File: src/rtl/fifo_rd_stream_pkg.sv
// -----------------------------------------------------------------------------
// fifo_rd_stream_pkg
// Shared definitions for fifo_rd_stream: buffer depth, occupancy state
// encoding, word-counter width and the modulo-3 pointer increment helper.
// -----------------------------------------------------------------------------
package fifo_rd_stream_pkg;

    localparam int BUF_DEPTH = 3;
    localparam int CNT_W     = 16;

    // Buffer occupancy: empty (0 words), partial (1..2 words), full (3 words).
    typedef enum logic [1:0] {
        S_EMPTY,
        S_PART,
        S_FULL
    } state_t;

    // Circular pointer increment, wrapping 2 -> 0 for the 3-entry buffer.
    function automatic logic [1:0] ptr_inc(input logic [1:0] ptr);
        return (ptr == 2'd2) ? 2'd0 : ptr + 2'd1;
    endfunction

endpackage

File: src/rtl/fifo_rd_stream.sv
// -----------------------------------------------------------------------------
// fifo_rd_stream
// Converts a FIFO read port (ren/empty, one-cycle read latency) into a
// valid/ready stream. A 3-entry skid buffer absorbs the read latency so that
// o_ren never depends combinationally on i_ready, while still sustaining one
// word per clock.
//
// Ports
//   i_clk       clock (upstream FIFO read domain)
//   i_arst      asynchronous active-high reset
//   i_empty     upstream FIFO empty flag (registered on i_clk)
//   i_dataR     upstream read data, valid the cycle after an accepted read
//   o_ren       read enable to the upstream FIFO
//   i_flush     synchronous flush of buffered and in-flight words
//   o_valid     stream data valid
//   i_ready     downstream ready
//   o_data      stream data (head of the buffer)
//   o_word_cnt  completed-pop counter, only when RD_STREAM_CNT_EN is defined
//
// Configuration macro: RD_STREAM_CNT_EN (adds o_word_cnt).
// -----------------------------------------------------------------------------
module fifo_rd_stream
    import fifo_rd_stream_pkg::*;
#(
    parameter int g_width = 8
) (
    input  logic               i_clk,
    input  logic               i_arst,
    input  logic               i_empty,
    input  logic [g_width-1:0] i_dataR,
    output logic               o_ren,
    input  logic               i_flush,
    output logic               o_valid,
    input  logic               i_ready,
    output logic [g_width-1:0] o_data
`ifdef RD_STREAM_CNT_EN
    ,
    output logic [CNT_W-1:0]   o_word_cnt
`endif
);

    logic [g_width-1:0] buf_q [BUF_DEPTH];
    logic [1:0]         count_q, count_d;
    logic [1:0]         wr_ptr_q, wr_ptr_d;
    logic [1:0]         rd_ptr_q, rd_ptr_d;
    logic               pend_q, pend_d;
    state_t             state_q, state_d;
    logic               push;
    logic               pop;

    // A word requested last cycle lands this cycle; that is the only push.
    assign push = pend_q;
    assign pop  = o_valid && i_ready;

    // Room is judged on buffered plus in-flight words, so an issued read
    // always has a slot waiting for it and the buffer cannot overflow.
    assign o_ren = !i_arst && !i_flush && !i_empty &&
                   (({1'b0, count_q} + {2'b00, pend_q}) < 3'd3);

    assign o_valid = (state_q != S_EMPTY);
    assign o_data  = buf_q[rd_ptr_q];

    // NOTE: every signal assigned in this block gets a default first so no
    // path leaves it unassigned, which would otherwise infer a latch.
    always_comb begin
        count_d  = count_q;
        wr_ptr_d = wr_ptr_q;
        rd_ptr_d = rd_ptr_q;
        pend_d   = o_ren;

        if (i_flush) begin
            // Flush wins over push and pop; the in-flight word is forgotten.
            count_d  = '0;
            wr_ptr_d = '0;
            rd_ptr_d = '0;
            pend_d   = 1'b0;
        end else begin
            if (push) wr_ptr_d = ptr_inc(wr_ptr_q);
            if (pop)  rd_ptr_d = ptr_inc(rd_ptr_q);
            case ({push, pop})
                2'b10:   count_d = count_q + 2'd1;
                2'b01:   count_d = count_q - 2'd1;
                default: count_d = count_q;
            endcase
        end

        case (count_d)
            2'd0:    state_d = S_EMPTY;
            2'd3:    state_d = S_FULL;
            default: state_d = S_PART;
        endcase
    end

    // NOTE: sequential state is updated with non-blocking assignments so all
    // registers sample the pre-edge values regardless of evaluation order.
    always_ff @(posedge i_clk or posedge i_arst) begin
        if (i_arst) begin
            count_q  <= '0;
            wr_ptr_q <= '0;
            rd_ptr_q <= '0;
            pend_q   <= 1'b0;
            state_q  <= S_EMPTY;
        end else begin
            count_q  <= count_d;
            wr_ptr_q <= wr_ptr_d;
            rd_ptr_q <= rd_ptr_d;
            pend_q   <= pend_d;
            state_q  <= state_d;
        end
    end

    // NOTE: the data storage has no reset; o_valid already masks stale
    // contents, and leaving it unreset lets it map to plain flops or LUT RAM.
    always_ff @(posedge i_clk) begin
        if (push && !i_flush) begin
            buf_q[wr_ptr_q] <= i_dataR;
        end
    end

`ifdef RD_STREAM_CNT_EN
    // Counts pops that actually complete; a flush cancels a same-edge pop
    // but never clears the running total. Wraps naturally at 2^CNT_W.
    always_ff @(posedge i_clk or posedge i_arst) begin
        if (i_arst) begin
            o_word_cnt <= '0;
        end else if (pop && !i_flush) begin
            o_word_cnt <= o_word_cnt + 1'b1;
        end
    end
`endif

endmodule

File: config.mk
export PLATFORM = sky130hd
export DESIGN_NAME = fifo_rd_stream
export DESIGN_NICKNAME = d
export VERILOG_FILES = /design/src/rtl/fifo_rd_stream_pkg.sv /design/src/rtl/fifo_rd_stream.sv
export SDC_FILE = /design/constraint.sdc
export NUM_CORES = 1
export LEC_CHECK = 0
export CORE_AREA = 2 2 51 62
export CTS_BUF_LIST = sky130_fd_sc_hd__clkbuf_4 sky130_fd_sc_hd__clkbuf_8
export CTS_CLUSTER_DIAMETER = 200
export CTS_CLUSTER_SIZE = 10
export DETAILED_ROUTE_END_ITERATION = 6
export DIE_AREA = 0 0 53 64
export PLACE_DENSITY = 0.79
export SETUP_SLACK_MARGIN = 0.3
export SLEW_MARGIN = 5
export SYNTH_ARGS = -nofsm -noshare
export SYNTH_HDL_FRONTEND = slang
export SYNTH_SLANG_ARGS = --single-unit
File: constraint.sdc
create_clock -name i_clk -period 2.5 [get_ports i_clk]
set_input_delay 0.375 -clock i_clk [delete_from_list [all_inputs] [get_ports i_clk]]
set_output_delay 0.375 -clock i_clk [all_outputs]
set_load 0.05 [all_outputs]
==> flow_metrics.tcl <==
set metrics [dict create \
    insertion_delay_ns 0.33 \
    fill_cells 234 \
    dp.cells 150 \
    post-route-period-util_pct 89.0 \
    drt_iter0_markers 9 \
    via_per_inst 5.14 \
    fin_setup_tns_ns 0 \
    cts_buffers 5 \
    grt_pass1_vias 866 \
    wl_met1_um 835 \
    rows 21 \
    cp.arrival_ns 1.85 \
    ir_drop_uv 568 \
    die-area_mm2 0.00339 \
    dr_wl_met2_um 1200 \
    top_level_ports 23 \
    rsz0062_at_grt "true" \
    via_count 823 \
    dieHeight_um 64 \
    cts_max_level 2 \
    finClkSkew_ns 0.00518 \
    post-route-util_pct 61.7 \
    io_buffers 22 \
    syn_area_mm2 0.00134 \
    area_growth_pct 26.8 \
    totalWireLength_um 2200 \
    regArea_um2 948 \
    synth_area_per_cell_um2 14.3 \
    ys_ff_latch 33 \
    synth_top_area_share_pct 53.7 \
    synth.distinct_cells 22 \
    postRouteAntennaNets 0 \
    core_area_mm2 0.00276 \
    ctsLongestPathBuffers 2 \
    routabilityCongestion 0.677 \
    top_layer "met4" \
    start_kind "flip-flop" \
    endpoint_kind "output pin" \
    r2r_slack_ns 0.52 \
    antenna_found_initial 0 \
    die_w_um 53 \
    start_util_pct 48.7 \
    final.min_clock_period_ns 2.23 \
    hpwl_um 1560 \
    criticalPathCategory "reg -> out" \
    status "completed" \
    synth.net_count 111 \
    postCtsHoldBufs 0 \
    cellPowerDensity_mw_per_mm2 720 \
    drive_gt1_share_pct 20.6 \
    yosysSeqAreaShare_pct 70.5 \
    leakagePower_nw 0.639 \
    nets 142 \
    yosysTopAreaCell "edfxtp_1" \
    multi_input_area_um2 385 \
    ys_warn_count 0 \
    overflow 0 \
    setup_violations 0 \
    worstPathRequired_ns 2.12 \
    grt_max_degree 20 \
    relSlewSlack_pct 66.6 \
    clock.fmax_mhz 449 \
    antenna_cells 0 \
    final_cells 160 \
    hold_viol_final 0 \
    syn_inst 94 \
    dr.pass1.iters 4 \
    wl_met3_um 106 \
    path_max_fanout 2 \
    grt_pass1_wl_um 3560 \
    root_buffer "clkbuf_4" \
    slew_viol_final 0 \
    yosys-top-cells-area "edfxtp_1, dfrtp_1, mux2i_1" \
    clkSinkCount 33 \
    clkSlewWorstSetupHoldPaths_ns 0.10 \
    avgRoutedWirePerCell_um 13.7 \
    holdCritPathClass "in -> async" \
    cts_tree "yes" \
    drv_cap 0 \
    max_slew.worst_pin.slew_ns 0.499 \
    track_usage_pct 15.1 \
    drc 0 \
]
## area by class of cell
cell class                      count  area share (%)
Clock buffer                        5            2.20
Clock inverter                      3            1.03
Inverter                            3           0.661
Multi-Input combinational cell     54            22.6
Sequential cell                    33            55.7
Tap cell                           34            2.50
Timing Repair Buffer               28            15.3
## path summary, 6_finish.rpt
| path | end | start | cells after the start |
|---|---|---|---|
| worst max-delay path | o_ren | count_q[0]$_DFF_PP0_ | 5 |
| worst min-delay path | count_q[1]$_DFF_PP0_ | i_arst | 2 |
| worst max register to register | state_q[0]$_DFF_PP0_ | state_q[1]$_DFF_PP0_ | 6 |
| worst min register to register | wr_ptr_q[1]$_DFFE_PP0P_ | wr_ptr_q[1]$_DFFE_PP0P_ | 2 |
| max in group asynchronous | rd_ptr_q[1]$_DFFE_PP0P_ | i_arst | 2 |
| min in group i_clk | wr_ptr_q[1]$_DFFE_PP0P_ | wr_ptr_q[1]$_DFFE_PP0P_ | 2 |
## critical path: stages, from the launching register on
cell	delay, ns
dfrtp_1	0.40
ha_1	0.20
ha_1	0.18
or4_4	0.44
a21oi_4	0.15
buf_12	0.15
## state kept, by name (all words and copies together), names as in the netlist
| name | cells |
|---|---|
| buf_q | 24 |
| count_q | 2 |
| rd_ptr_q | 2 |
| state_q | 2 |
| wr_ptr_q | 2 |
| pend_q | 1 |
## layer usage
metal,GRT usage [%],vias up
met1,13.6,390
met5,0,-
met4,7.69,0
met3,5.61,6
met2,27.8,22
li1,-,405
## layout by cell type (no fill, tap or decap), types with 3 or more instances in the layout
cell type / synthesis / final
inv_1: 3 / 3
ha_1: 4 / 4
buf_4: 0 / 10
a21oi_1: 6 / 5
edfxtp_1: 24 / 24
clkbuf_4: 0 / 5
dfrtp_1: 9 / 7
nor2_1: 3 / 3
clkdlybuf4s50_1: 0 / 13
dlygate4sd2_1: 0 / 4
nand2_1: 10 / 10
mux2i_1: 9 / 9
o21ai_0: 10 / 9
## power breakdown
| part | switching, mW | internal, mW | leakage [nW] | total [mW] |
|---|---|---|---|---|
| combinational | 0.182 | 0.123 | 0.271 | 0.305 |
| clock | 0.172 | 0.106 | 0.0310 | 0.278 |
| sequential | 0.0316 | 0.613 | 0.336 | 0.644 |
## cells in the mapped netlist
| library cell | instances |
|---|---|
| dfrtp_1 | 9 |
| xor2_1 | 1 |
| nor4_1 | 1 |
| nor3b_1 | 1 |
| or3_1 | 2 |
| nand3b_1 | 1 |
| buf_2 | 1 |
| inv_1 | 3 |
| or4_4 | 1 |
| buf_6 | 1 |
| a21oi_1 | 6 |
| nor4b_1 | 2 |
| ha_1 | 4 |
| mux2i_1 | 9 |
| xnor2_1 | 1 |
| nand2_1 | 10 |
| edfxtp_1 | 24 |
| nor2_1 | 3 |
| clkbuf_1 | 2 |
| nor2b_1 | 1 |
| o21ai_0 | 10 |
| or2_2 | 1 |
## stage by stage
stage	hold WS [ns]	power (mW)	cell area, um^2	setup slack, ns
floorplan	0.203	0.858	1350	0.300
global placement	0.571	0.946	1630	0.265
detailed placement	0.602	0.957	1630	0.175
CTS	0.342	1.25	1700	0.242
global route	0.377	1.29	1700	0.196
finish	0.338	1.23	1700	0.274
## logic make-up after synthesis
family | count (synthesis) | share of synthesized area, %
buffers and inverters | 7 | 2.61
multiplexers | 9 | 6.71
XOR/XNOR | 2 | 1.30
AO/OA/AOI/OAI | 16 | 5.96
AND/OR/NAND/NOR | 23 | 9.23
adder cells (fa/ha/maj) | 4 | 3.73
flip-flops | 33 | 70.5
## repair_timing
| action | CTS | global route |
|---|---|---|
| setup endpoints to repair | 5 | 2 |
| resized for setup | 7 | 1 |
| cloned | 0 | 0 |
| buffers inserted | 2 | 0 |
| pin swaps | 0 | 0 |
No activity file was read; power rests on OpenSTA's default activity.
